$ cat src/rtl/uart_pkg.sv
// Shared UART definitions for the transmit-drain and receive blocks.
// Latency: n/a (types and constants only).
// Backpressure: n/a.
//
// Contents: transmit-drain state encoding, default bit period, packet depth
// and character width.
package uart_pkg;

  // 50 MHz core clock at 115200 baud.
  localparam int DEF_CLKS_PER_BIT = 434;
  // Bytes per packet; tracks the transmit buffer depth.
  localparam int DEF_WORDS        = 4;
  localparam int DATA_BITS        = 8;

  typedef enum logic [2:0] {
    IDLE,
    START,
    DATA,
    STOP,
    NEXT,
    LOAD,
    DRAIN
  } tx_state_e;

endpackage

$ cat src/rtl/uart_tx_drain_if.sv
// Read-side link between the transmit buffer and the drain transmitter.
// Latency: buf_data is combinational from the buffer read pointer; buf_rd advances it on the next edge.
// Backpressure: none; the buffer must present a valid word whenever buf_full is high.
//
// Signals:
//   buf_full  buffer -> drain  buffer holds a complete packet of unread bytes
//   buf_data  buffer -> drain  word at the current read pointer
//   buf_rd    drain -> buffer  one-cycle pulse, advance read pointer
// Modports: master = drain (reader), slave = buffer.
interface uart_tx_drain_if;
  import uart_pkg::*;

  logic                 buf_full;
  logic [DATA_BITS-1:0] buf_data;
  logic                 buf_rd;

  modport master (
    input  buf_full,
    input  buf_data,
    output buf_rd
  );

  modport slave (
    output buf_full,
    output buf_data,
    input  buf_rd
  );

endinterface

$ cat src/rtl/uart_tx_drain.sv
// UART 8N1 transmitter that empties a full WORDS-deep transmit buffer, LSB first.
// Latency: first start bit one cycle after full is seen; done_tick at WORDS*(10*CLKS_PER_BIT+2)-1.
// Backpressure: none; once started a packet runs to completion, full changes ignored mid-packet.
//
// Ports:
//   clk        system clock, all logic on posedge
//   reset      synchronous, active-high
//   bif        buffer read side (master modport): buf_full, buf_data in; buf_rd out
//   tx         serial line, idles high (registered)
//   busy       high in every state except IDLE (decoded from state)
//   done_tick  one-cycle pulse as the last byte of a packet completes (registered)
module uart_tx_drain
  import uart_pkg::*;
#(
  parameter int CLKS_PER_BIT = DEF_CLKS_PER_BIT,
  parameter int WORDS        = DEF_WORDS
) (
  input  logic            clk,
  input  logic            reset,
  uart_tx_drain_if.master bif,
  output logic            tx,
  output logic            busy,
  output logic            done_tick
);

  localparam int BAUD_W = $clog2(CLKS_PER_BIT);
  localparam int BYTE_W = $clog2(WORDS) + 1;

  localparam logic [BAUD_W-1:0] BAUD_LAST = BAUD_W'(CLKS_PER_BIT - 1);
  localparam logic [BYTE_W-1:0] BYTE_LAST = BYTE_W'(WORDS - 1);
  localparam logic [2:0]        BIT_LAST  = 3'(DATA_BITS - 1);

  tx_state_e            state_q,    state_d;
  logic [BAUD_W-1:0]    baud_q,     baud_d;
  logic [2:0]           bit_cnt_q,  bit_cnt_d;
  logic [BYTE_W-1:0]    byte_cnt_q, byte_cnt_d;
  logic [DATA_BITS-1:0] shift_q,    shift_d;
  logic                 tx_q,       tx_d;
  logic                 buf_rd_q,   buf_rd_d;
  logic                 done_q,     done_d;

  logic bit_end;

  always_comb begin
    state_d    = state_q;
    baud_d     = baud_q;
    bit_cnt_d  = bit_cnt_q;
    byte_cnt_d = byte_cnt_q;
    shift_d    = shift_q;
    buf_rd_d   = 1'b0;
    done_d     = 1'b0;
    tx_d       = 1'b1;

    bit_end = (baud_q == BAUD_LAST);

    case (state_q)
      IDLE: begin
        if (bif.buf_full) begin
          shift_d    = bif.buf_data;
          byte_cnt_d = '0;
          baud_d     = '0;
          bit_cnt_d  = '0;
          state_d    = START;
        end
      end

      START: begin
        if (bit_end) begin
          baud_d    = '0;
          bit_cnt_d = '0;
          state_d   = DATA;
        end else begin
          baud_d = baud_q + 1'b1;
        end
      end

      DATA: begin
        if (bit_end) begin
          baud_d  = '0;
          shift_d = shift_q >> 1;
          if (bit_cnt_q == BIT_LAST) begin
            state_d = STOP;
          end else begin
            bit_cnt_d = bit_cnt_q + 1'b1;
          end
        end else begin
          baud_d = baud_q + 1'b1;
        end
      end

      STOP: begin
        if (bit_end) begin
          baud_d  = '0;
          state_d = NEXT;
          // Outputs are registered, so the NEXT-cycle pulses are raised on
          // the edge that enters NEXT.
          buf_rd_d = 1'b1;
          done_d   = (byte_cnt_q == BYTE_LAST);
        end else begin
          baud_d = baud_q + 1'b1;
        end
      end

      NEXT: begin
        byte_cnt_d = byte_cnt_q + 1'b1;
        state_d    = (byte_cnt_q == BYTE_LAST) ? DRAIN : LOAD;
      end

      LOAD: begin
        // buf_rd was high during NEXT, so buf_data now shows the next byte.
        shift_d = bif.buf_data;
        baud_d  = '0;
        state_d = START;
      end

      DRAIN: begin
        // Hold off until the buffer drops its flag so a stale full cannot
        // launch a second packet.
        if (!bif.buf_full) begin
          state_d = IDLE;
        end
      end

      default: begin
        state_d = IDLE;
      end
    endcase

    // Line level follows the state being entered so tx lines up with state.
    case (state_d)
      START:   tx_d = 1'b0;
      DATA:    tx_d = shift_d[0];
      default: tx_d = 1'b1;
    endcase
  end

  always_ff @(posedge clk) begin
    if (reset) begin
      state_q    <= IDLE;
      baud_q     <= '0;
      bit_cnt_q  <= '0;
      byte_cnt_q <= '0;
      shift_q    <= '0;
      tx_q       <= 1'b1;
      buf_rd_q   <= 1'b0;
      done_q     <= 1'b0;
    end else begin
      state_q    <= state_d;
      baud_q     <= baud_d;
      bit_cnt_q  <= bit_cnt_d;
      byte_cnt_q <= byte_cnt_d;
      shift_q    <= shift_d;
      tx_q       <= tx_d;
      buf_rd_q   <= buf_rd_d;
      done_q     <= done_d;
    end
  end

  assign bif.buf_rd = buf_rd_q;
  assign tx         = tx_q;
  assign done_tick  = done_q;
  assign busy       = (state_q != IDLE);

endmodule
$ cat src/flat_wrapper.sv
// flat-port wrapper written by rule: the top's interface ports become plain ports
module uart_tx_drain_flat import uart_pkg::*;
#(
  parameter int CLKS_PER_BIT = DEF_CLKS_PER_BIT,
  parameter int WORDS        = DEF_WORDS
)
  (clk, reset, tx, busy, done_tick, bif_buf_full, bif_buf_data, bif_buf_rd);
  uart_tx_drain_if bif_i ();
  input  logic clk;
  input  logic reset;
  output logic tx;
  output logic busy;
  output logic done_tick;
  input wire logic [$bits(bif_i.buf_full)-1:0] bif_buf_full;
  input wire logic [$bits(bif_i.buf_data)-1:0] bif_buf_data;
  output wire logic [$bits(bif_i.buf_rd)-1:0] bif_buf_rd;
  assign bif_i.buf_full = bif_buf_full;
  assign bif_i.buf_data = bif_buf_data;
  assign bif_buf_rd = bif_i.buf_rd;
  uart_tx_drain #(.CLKS_PER_BIT(CLKS_PER_BIT), .WORDS(WORDS)) u_core (.clk(clk), .reset(reset), .bif(bif_i), .tx(tx), .busy(busy), .done_tick(done_tick));
endmodule
$ cat config.mk
export PLATFORM = sky130hd
export DESIGN_NAME = uart_tx_drain_flat
export DESIGN_NICKNAME = d
export VERILOG_FILES = /design/src/rtl/uart_pkg.sv /design/src/rtl/uart_tx_drain_if.sv /design/src/rtl/uart_tx_drain.sv /design/src/flat_wrapper.sv
export SDC_FILE = /design/constraint.sdc
export NUM_CORES = 1
export LEC_CHECK = 0
export ABC_AREA = 1
export CELL_PAD_IN_SITES_DETAIL_PLACEMENT = 0
export CELL_PAD_IN_SITES_GLOBAL_PLACEMENT = 1
export CORE_UTILIZATION = 45
export CTS_CLUSTER_DIAMETER = 50
export DETAILED_ROUTE_END_ITERATION = 10
export DONT_BUFFER_PORTS = 1
export GPL_ROUTABILITY_DRIVEN = 0
export PLACE_DENSITY = 0.85
export SLEW_MARGIN = 20
export SYNTH_ARGS = -nofsm -noshare
export SYNTH_HDL_FRONTEND = slang
export SYNTH_SLANG_ARGS = --single-unit
$ cat constraint.sdc
create_clock -name clk -period 2.9 [get_ports clk]
set_input_delay 0.58 -clock clk [delete_from_list [all_inputs] [get_ports clk]]
set_output_delay 0.58 -clock clk [all_outputs]
set_load 0.03 [all_outputs]
## Yosys cells after proc, flatten, opt, wreduce, memory -nomap -nowiden

Index checks and enable logic that the tools add are counted.

- Bits in latches: 0
- Bits in read-only memories: 0
- Output and inout bits: 4
- Memories kept: 0
- Register bits: 29
- Memory bits (writable): 0

- Bitwise logic cells: 2
- Shifts and indexed selects: 0
- Magnitude comparators: 0
- Reductions and logical operators: 13
- Div/mod/pow operators: 0
- $add $sub $neg: 3
- Multipliers: 0
- Multiplexer cells: 22
- Eq/ne operators: 15

Operators with widths:

| cell | number |
|---|---|
| 3-bit two-way mux | 10 |
| 9-bit case mux with 3 select lines | 1 |
| 8-bit case mux with 3 select lines | 1 |
| 3-bit case mux with 7 select lines | 1 |
| 9-bit two-way mux | 2 |
| 8-bit two-way mux | 2 |
| 3-bit by 2-bit == test with 1-bit output (second input constant) | 4 |
| 3-bit == test (second input constant) | 4 |
| 3-bit nonzero test | 4 |
| 9-bit by 1-bit adder with 9-bit output (second input constant) | 1 |
| 9-bit == test (second input constant) | 1 |
| 3-bit case mux with 3 select lines | 1 |
| 3-bit by 1-bit adder with 3-bit output (second input constant) | 2 |
| 3-bit by 1-bit == test with 1-bit output (second input constant) | 2 |
| 3-bit case mux with 2 select lines | 1 |
| 3-bit OR reduction | 2 |
| 5-bit AND reduction | 1 |
| 2-bit by 1-bit inequality test with 1-bit output (second input constant) | 2 |
| 2-bit inequality test (second input constant) | 2 |
| 2-bit AND reduction | 2 |
| 3-bit zero test | 1 |
| 3-bit AND reduction | 1 |
| 2-bit two-way mux | 1 |
| 1-bit inverter | 2 |
| 4 further kinds | 4 |

## Logic depth before layout (Yosys ltp)

Gate-level depths: netlist of the first run.

- Depth in word-level cells: 6
- Mapped depth: 13
- Gate-level depth less buffers: 13

## Worst setup path before layout of the first run

OpenSTA, ideal clock, no wires.

- Kind: register -> register
- Start point: register u_core.baud_q[0]
- End point: register u_core.bit_cnt_q[0]
- Slack: 1505 ps
- Stages on the path, launching flop included: 11
- Period minus slack after synthesis: 1395 ps
- Buffers on the path: 0
- Data arrival time: 1282 ps
- Cell sequence: dfxtp_1 -> ha_1 -> nand2_1 -> nor2_1 -> nand2_1 -> nand2_2 -> nand3_1 -> nor2_2 -> o21ai_0 -> nand2_1 -> nor2_1

- Word-level cells in the longest chain between the ends: 3

Ends and longest elaborated chain:

| item | RTL line | RTL |
|---|---|---|
| start: declaration | uart_tx_drain.sv:34 | `logic [BAUD_W-1:0] baud_q, baud_d;` |
| start signal: assignment | uart_tx_drain.sv:149 | `baud_q <= baud_d;` |
| 9-bit == test * | uart_tx_drain.sv:54 | `bit_end = (baud_q == BAUD_LAST);` |
| 2-bit by 1-bit inequality test with 1-bit output (no line) | - |  |
| 5-bit AND reduction (no line) * | - |  |
| end signal: assignment | uart_tx_drain.sv:150 | `bit_cnt_q <= bit_cnt_d;` |
| end: declaration | uart_tx_drain.sv:35 | `logic [2:0] bit_cnt_q, bit_cnt_d;` |

Every way passes the cells marked *; elsewhere a longest branch is shown, timed or not.
A chain may end at the register's enable or synchronous reset.

## Final worst setup path of the first run

- Start point: register u_core.state_q[2]
- End point: output busy

- Word-level cells in the longest chain between the ends: 1

Ends and longest elaborated chain:

| item | RTL line | RTL |
|---|---|---|
| start: declaration | uart_tx_drain.sv:33 | `tx_state_e state_q, state_d;` |
| start signal: assignment | uart_tx_drain.sv:148 | `state_q <= state_d;` |
| 3-bit nonzero test | uart_tx_drain.sv:162 | `assign busy = (state_q != IDLE);` |
| end: declaration | flat_wrapper.sv:12 | `output logic busy;` |

Every way passes these cells.

==> results of run 1 <==
-- worst paths after layout --
| kind | cells after the start | slack, ns | to |
|---|---|---|---|
| setup / recovery | 2 | 0.86 | busy |
| hold / removal | 1 | 0.29 | u_core.state_q[0] |
| setup reg to reg | 9 | 1.21 | u_core.tx |
| hold reg to reg | 2 | 0.46 | u_core.byte_cnt_q[1] |
-- worst register-to-register path, cell delays in order (launching register included) --
cell     delay (ns)
dfxtp_1        0.61
inv_1          0.21
nand3_2        0.15
nand2_1        0.17
nand2_1        0.11
nand2_1        0.07
a21oi_2        0.12
nand2_1        0.06
nand2_1        0.05
nand2_1        0.04
-- final cells by class --
| type | instances | area, sq um |
|---|---|---|
| tap | 46 | 57.6 |
| sequential | 29 | 581 |
| fill | 362 | 1680 |
| multi-input combinational | 161 | 866 |
| clock buffer | 7 | 55.1 |
| inverter | 25 | 96.3 |
-- metrics by stage --
step           hold WS, ns  setup WS, ns  cells  cell area, sq um
6_report             0.295         0.861    268              1660
5_1_grt              0.289         0.776    268              1660
4_1_cts              0.292         0.882    268              1660
3_5_place_dp         0.449          1.25    261              1600
3_3_place_gp         0.444          1.23    261              1600
2_1_floorplan        0.429          1.50    219              1570
-- report_power, final --
| part | switching, mW | internal (mW) | total [mW] |
|---|---|---|---|
| clock network | 0.142 | 0.114 | 0.256 |
| logic | 0.0488 | 0.0268 | 0.0756 |
| registers | 0.0135 | 0.413 | 0.426 |
| total | 0.204 | 0.554 | 0.758 |
-- flip-flops by register name, indices dropped and copies added, names as in the netlist --
register / flops
u_core.baud_q: 9
u_core.shift_q: 8
u_core.bit_cnt_q: 3
u_core.byte_cnt_q: 3
u_core.state_q: 3
u_core.bif.buf_rd: 1
u_core.done_tick: 1
u_core.tx: 1
-- routing by layer --
metal | track usage (%) | part of all wire (%)
met1 | 22.5 | 49
met2 | 30.1 | 44
met3 | 6.30 | 5.1
met4 | 6.82 | 1.9
met5 | 0 | 0
-- layout by cell type (no fill, tap or decap), types with 5 or more instances in the layout --
master / n
ha_1: 6
nand3_2: 5
o21ai_0: 7
a31oi_1: 7
inv_1: 20
nor2_1: 25
a21oi_1: 11
nor3_1: 5
dfxtp_1: 29
nand2_2: 10
nand2_1: 49
nand3_1: 15
clkbuf_4: 5
-- cell families (layout without fill, tap and decap cells) --
| family | Yosys count | after routing | share of synthesized area, % |
|---|---|---|---|
| flops | 29 | 29 | 36.9 |
| fa+ha+maj | 6 | 6 | 4.78 |
| compound gates | 30 | 30 | 10.8 |
| simple gates | 125 | 125 | 39.5 |
| buf+inv | 29 | 32 | 7.96 |
==> summary.txt, run 1 <==
Timing
  – Max_slew headroom: 65.2%
  – Fin Clk Skew: ~0.011 ns
  – Final Hold Vio Count: 0
  – Fin Setup TNS: 0 ns
  – Peak Freq: about 490 MHz
  – Period utilization: a little over two thirds
  – Worst Tran Pin Value: around 0.52 ns
  – Slew Viols, Final: 0
  – Minimum clock period: 2.04 ns
  – RSZ-0062 raised after global routing: false
  – # setup viols final: 0

Clock tree
  – Worst-path clk slew: ~0.090 ns
  – Root Driver: clkbuf_4
  – Post_cts resized: 0
  – Worst-Skew Late Latency: around 0.34 ns
  – Post-CTS setup buffers: 0
  – H-tree Lvls: 2
  – Clk sinks: 29
  – Clk buf depth: 2
  – CTS Buf Count: 5
  – CTS tree: yes
  – CTS hold repair buffers: 0

Run
  – Total of max-cap violations: 0

Synthesis
  – Post-synthesis cell type count: 30
  – Syn. warnings: 0
  – Net count after synthesis: roughly 240
  – Synth Flop Type: dfxtp_1
  – Seq cells post-synth: 29
  – Largest cells by area after synthesis: dfxtp_1, nand2_1, nor2_1
  – Post-synth top area cell: dfxtp_1
  – Top-count cell post-synth: nand2_1
  – Post-synth EDFFs: 0
  – Post-synthesis sequential area ratio: roughly 37%
  – Post-synth top area share: 36.9%
  – Synth async-reset ratio: 0%
  – Mapped Area: 1570 sq um
  – Synthesized area per cell: ~7.2 sq um
  – Gate count after technology mapping: approximately 220
  – Top cells by count, synth: nand2_1, dfxtp_1, nor2_1

Routing
  – Final ANT Viol Nets: 0
  – Via count: approximately 1,300
  – Drt first-iter violations: 62
  – Initial DRT Pass Iterations: 4
  – Routed wire length per instance: around 11 microns
  – DRC violation count after routing: 0
  – Post-Route WL: between 2 and 3 mm
  – Via density: slightly below 5

Die
  – Initial core utilization: a little under half
  – Die area: around 3700 sq um
  – I/O pin cnt: 15
  – # rows: 21
  – Die X: a little over 60 microns
  – Die height: approximately 61 microns
  – Core area: roughly 3300 sq um

Worst setup path
  – CP Max Fanout: 12
  – Critical Path Sink Type: output pin
  – Crit-path slowest cell: dfxtp_1
  – Startpoint types: register
  – Critical path's top delay family: flip-flops
  – Worst Path Buf+Inv: 1
  – Slowest stage delay, CP: approximately 0.61 ns
  – Critical path arrival: around 1.5 ns
  – Setup CP Type: reg2out
  – CP startpoint: u_core.state_q[2]
  – R2R Path Start: u_core.state_q[2]
  – Critical-path cell list: inv_1 > nand2_1
  – CP required: between 2 and 2.5 ns

GRT
  – Largest net degree at the start of global routing: 19
  – Initial antenna violation count: 0
  – First-pass GRT wire length: roughly 5.0 mm
  – Global route overflow: 0
  – Total GRT Usage: between 10% and 20%
  – Vias in the first global route: about 1,200

Placement
  – DP HPWL: 2.12 mm
  – # port buffers: 0

Final layout
  – Share of post-route cells with drive strength above 1: 18.0%
  – Final design utilization: 49.6%
  – Nets@finish: 239
  – Antenna cells: 0
  – P&R area growth vs syn: 5.33%

Power and ir drop
  – Leak: around 0.67 nW
  – VDD IR-drop max: 0.271 mV
  – Power Total: around 0.76 mW
  – Pwr dens: approximately 460 nW/um^2

Outcome
  – Status: finished, final reports clean

Min path
  – Hold Crit Class: in2reg
  – Min-delay src: reset
(Power assumes the default switching activity.)
==> inputs of run 2 (changes only) <==
==> constraint.sdc (replaced) <==
create_clock -name clk -period 2 [get_ports clk]
set_input_delay 0.4 -clock clk [delete_from_list [all_inputs] [get_ports clk]]
set_output_delay 0.4 -clock clk [all_outputs]
set_load 0.03 [all_outputs]
==> run 2 against run 1 <==
Design area increased by 0.45%. Total power increased by 41%. Non-clock buffer count increased by 1. Worst setup slack got worse by 0.68 ns. Flip-flop and latch count unchanged.
==> summary.txt, run 2 (synthesis results as in run 1) <==
Timing
  – Peak Freq: ~550 MHz
  – RSZ-0062 raised after global routing: false
  – Period utilization: between 90 and 100%
  – Hold WS: 0.120 ns (-0.174 ns)
  – Max_slew headroom: 70.6% (+5.4 points)
  – Worst Tran Pin Value: 0.441 ns (-0.0808 ns)
  – Fin Clk Skew: 0.00786 ns (-0.00269 ns)
  – Minimum clock period: between 1.5 and 2 ns
  – Final Hold Vio Count: 0 (unchanged)
  – Final worst slack: 0.178 ns (-0.683 ns)
  – Fin Setup TNS: 0 ns (unchanged)
  – # setup viols final: 0 (unchanged)
  – Slew Viols, Final: 0 (unchanged)

Routing
  – DRC violation count after routing: 0 (unchanged)
  – Initial DRT Pass Iterations: 4 (unchanged)
  – Routed wire length per instance: 10.8 microns (-0.40%)
  – Via count: 1,324 (+0.30%)
  – Via density: 4.90 (-0.44%)
  – Post-Route WL: 2.93 mm (+0.34%)
  – Drt first-iter violations: 36 (-42%)
  – Final ANT Viol Nets: 0 (unchanged)

Clock tree
  – Worst-path clk slew: 0.10 ns (about the same)
  – Clk buf depth: 2 (unchanged)
  – CTS hold repair buffers: 0 (unchanged)
  – Worst-Skew Late Latency: 0.33 ns (about the same)
  – CTS tree: yes
  – CTS Buf Count: 5 (unchanged)
  – Root Driver: clkbuf_4
  – H-tree Lvls: 2 (unchanged)
  – Post_cts resized: 0 (unchanged)
  – Clk sinks: 29 (unchanged)
  – Post-CTS setup buffers: 0 (unchanged)

Placement
  – Dpl cells: 262 (+0.38%)
  – DP HPWL: 2.19 mm (+3.0%)
  – Pre-CTS setup slack: 0.342 ns (-0.905 ns)
  – # port buffers: 0 (unchanged)

Min path
  – Hold Crit Class: in2reg
  – Min-delay src: reset

Die
  – Die X: 61.1 microns (unchanged)
  – Core area: 3340 sq um (unchanged)
  – Initial core utilization: 47.1% (unchanged)
  – # rows: 21 (unchanged)
  – Die height: 61.1 microns (unchanged)
  – I/O pin cnt: 15 (unchanged)
  – Die area: 3730 sq um (unchanged)

GRT
  – First-pass GRT wire length: 4.97 mm (-0.42%)
  – Largest net degree at the start of global routing: 19 (unchanged)
  – Total GRT Usage: 18.6% (+0.16 points)
  – Vias in the first global route: 1,154 (-4.1%)
  – Initial antenna violation count: 0 (unchanged)
  – Global route overflow: 0 (unchanged)

Worst setup path
  – CP Max Fanout: 12 (unchanged)
  – CP startpoint: u_core.state_q[2]
  – R2r setup slk: 0.34 ns (-0.87 ns)
  – CP required: 1.60 ns (-0.72 ns)
  – Critical Path Sink Type: output pin
  – Critical Path Sink: busy
  – R2R Path Start: u_core.state_q[2]
  – Critical path arrival: 1.42 ns (-0.04 ns)
  – Setup CP Type: reg2out
  – RR Endpoint: u_core.tx
  – Startpoint types: register
  – Reg2Reg Depth: 9 (unchanged)

Final layout
  – Reg with most FFs: u_core.baud_q
  – Regs by FF count: u_core.baud_q: 9 flops, u_core.shift_q: 8 flops
  – Antenna cells: 0 (unchanged)
  – Share of post-route cells with drive strength above 1: 19.2% (+1.2 points)
  – Nets@finish: 240 (+0.42%)
  – Most frequent cells in the layout: nand2_1, dfxtp_1, nor2_1
  – P&R area growth vs syn: 5.81%
  – Post-route insts no fill: 270 (+0.75%)
  – Most common cell after layout, fill and taps aside: nand2_1
  – Max reg flops: 9 (unchanged)

Power and ir drop
  – Pwr dens: 645 nW/um^2 (+41%)
  – Leak: 0.675 nW (+0.75%)
  – VDD IR-drop max: 0.390 mV (+44%)
  – Power Total: 1.07 mW (+41%)

Outcome
  – Status: finished, final reports clean

Run
  – Total of max-cap violations: 0 (unchanged)
run 2: cell count changes in the layout (fill, tap and decap cells not counted), sizes merged:
| cell | change |
|---|---|
| clkinv | +2 |
| buf | +1 |
| clkinvlp | +1 |
| clkbuf | -2 |
run 2: per-stage QoR:
step           util, %  cell area (sq um)
3_3_place_gp      48.2               1610
6_report          49.8               1660
5_1_grt           49.8               1660
3_5_place_dp      48.2               1610
2_1_floorplan        -               1570
4_1_cts           49.8               1660
run 2: critical path, cell delays in order (launching register included):
cell,delay [ns]
dfxtp_1,0.60
inv_1,0.21
nand2_1,0.29
run 2: final cells by class:
class / instances / area, sq um
inverter: 25 / 96.3
tap: 46 / 57.6
fill: 348 / 1670
sequential: 29 / 581
timing repair buffer: 1 / 7.51
multi-input combinational: 161 / 866
clock buffer: 5 / 37.5
clock inverter: 3 / 17.5
run 2: worst min-delay path by stage:
| stage | to | slack (ns) | cells past startpoint |
|---|---|---|---|
| 6_report | u_core.shift_q[6] | 0.12 | 1 |
| 5_1_grt | u_core.shift_q[5] | 0.08 | 1 |
| 4_1_cts | u_core.shift_q[3] | 0.10 | 1 |
| 3_5_place_dp | u_core.shift_q[7] | 0.45 | 2 |
| 3_3_place_gp | u_core.byte_cnt_q[2] | 0.45 | 2 |
| 2_1_floorplan | u_core.byte_cnt_q[0] | 0.43 | 1 |
run 2: report_power, final:
group          leakage (nW)  total, mW  internal (mW)  switching (mW)
combinational         0.408      0.108         0.0385          0.0700
sequential            0.236      0.618          0.598          0.0199
clock                0.0310      0.345          0.132           0.213
total                 0.675       1.07          0.769           0.303
run 2: metal layers:
metal	global-route usage, %	up-vias	share of wire [%]	wire length, microns
met2	30.1	16	48	1400
met3	7.14	4	3.3	97
met1	22.0	593	48	1390
li1	-	711	-	-
met5	0	-	0	0
met4	7.79	0	1.5	43
==> RTL change, RTL diff (settings of run 2) <==
Make the reset (`reset`) asynchronous in one clocked block.
--- a/src/rtl/uart_tx_drain.sv
+++ b/src/rtl/uart_tx_drain.sv
@@ -136,3 +136,3 @@
 
-  always_ff @(posedge clk) begin
+  always_ff @(posedge clk or posedge reset) begin
     if (reset) begin
Check against the original RTL: differs if reset is asserted again (counterexample within 4 cycles, from zero or initial values and one cycle with reset high); with reset held inactive, the same outputs for 10 cycles.
==> RTL change against run 2 <==
  * Synthesized area rose by 6.5%
  * Routed wire length rose by 8.5%
  * Utilization rose by 3.0 points
  * Sequential cell count did not move
  * Worst setup slack improved by 0.058 ns
  * Design area rose by 9.3%
  * Global-route usage fell by 0.36 points
Power is not compared: it rests on default switching activity, and its combinational part moved more than twofold at a synthesized area within 25%.
==> RTL change: results (changes against run 2) <==
- Skew-Pair Late Insertion Delay: 0.28 ns (-0.05 ns)
- Pre-CTS setup slack: 0.268 ns (-0.0746 ns)
- Ys async rst share: 1.00 (+1.00)
- DP HPWL: 2.33 mm (+6.4%)
- Top FF cell, synth: dfrtp_1
- Total number of vias: 1326 (+0.15%)
- GR Util All Layers: 0.182 (-0.00357)
- Outcome: finished clean
- First-pass GRT wire length: 5.58 mm (+12%)
- Vias in the first global route: 1239 (+7.4%)
- Drt wl/cell: 12.7 um (+17%)
- Highest-delay cell along the critical path: dfrtp_1
- Starting DRT DRC Count: 94 (+160%)
- DR WL met3: 160 um (+65%)
- Max FO, Critical Path: 10 (-2)
- Sequential area share after synthesis: 0.434 (+0.0648)
- Reg clk slew, reported paths: 0.06 ns (-0.04 ns)
- Vias per cell: 5.30 (+8.2%)
- WL met1: 1.51 mm (+8.1%)
- Reg-to-reg endpoint: u_core.bit_cnt_q[1]
- Post-Syn Nets: 214 (-9.3%)
- Share of cells above drive strength 1: 0.196 (+0.00411)
- Worst slew margin: 0.709 (+0.00259)
- Reg2Reg Launch Point: u_core.state_q[2]
- Met3 Track Usage GR: 0.0803 (+0.00886)
- R2r worst-path depth: 7 (-2)
- DR WL met2: 1.49 mm (+6.9%)
## RTL change: per-stage QoR
| stage | utilization | instance area (um2) | total power, uW | hold slack (ns) |
|---|---|---|---|---|
| finish | 0.528 | 1820 | 1630 | 0.0744 |
| global route | 0.528 | 1820 | 1730 | 0.0958 |
| CTS | 0.528 | 1820 | 1640 | 0.0834 |
| detailed placement | 0.499 | 1720 | 1110 | 0.383 |
| global placement | 0.499 | 1720 | 1090 | 0.381 |
| floorplan | - | 1670 | 1030 | 0.449 |
## RTL change: how the worst max path moves through the flow
stage | endpoint | slack [ns]
3_3_place_gp | u_core.bit_cnt_q[2] | 0.38
5_1_grt | u_core.bit_cnt_q[0] | 0.07
2_1_floorplan | u_core.bit_cnt_q[0] | 0.55
4_1_cts | busy | 0.22
3_5_place_dp | u_core.bit_cnt_q[2] | 0.27
6_report | busy | 0.24
## RTL change: cells by family (layout without fill, tap and decap cells)
group                      Yosys count  count (layout)  share of synthesized area
AOI/OAI and AO/OA                   33              33                      0.126
xor gates and xnor gates             2               2                     0.0105
DFF                                 29              29                      0.434
and+or+nand+nor                     97              97                      0.306
buffers and inverters               30              37                     0.0792
adders and majority gates            6               6                     0.0448
## RTL change: cell type report
class | instances | area [um2] | share of cell area
Multi-Input combinational cell | 138 | 815 | 0.448
Sequential cell | 29 | 727 | 0.400
Inverter | 28 | 110 | 0.0606
Clock buffer | 7 | 96.3 | 0.0530
Tap cell | 46 | 57.6 | 0.0317
Timing Repair Buffer | 1 | 7.51 | 0.00413
Clock inverter | 1 | 5.00 | 0.00275
## RTL change: worst register-to-register path, stage by stage (launching register included)
cell      delay [ns]
dfrtp_1         0.61
clkinv_4        0.20
nand3_2         0.16
inv_2           0.10
nand2_2         0.11
nand4_1         0.26
nand2_1         0.15
o21ai_1         0.07
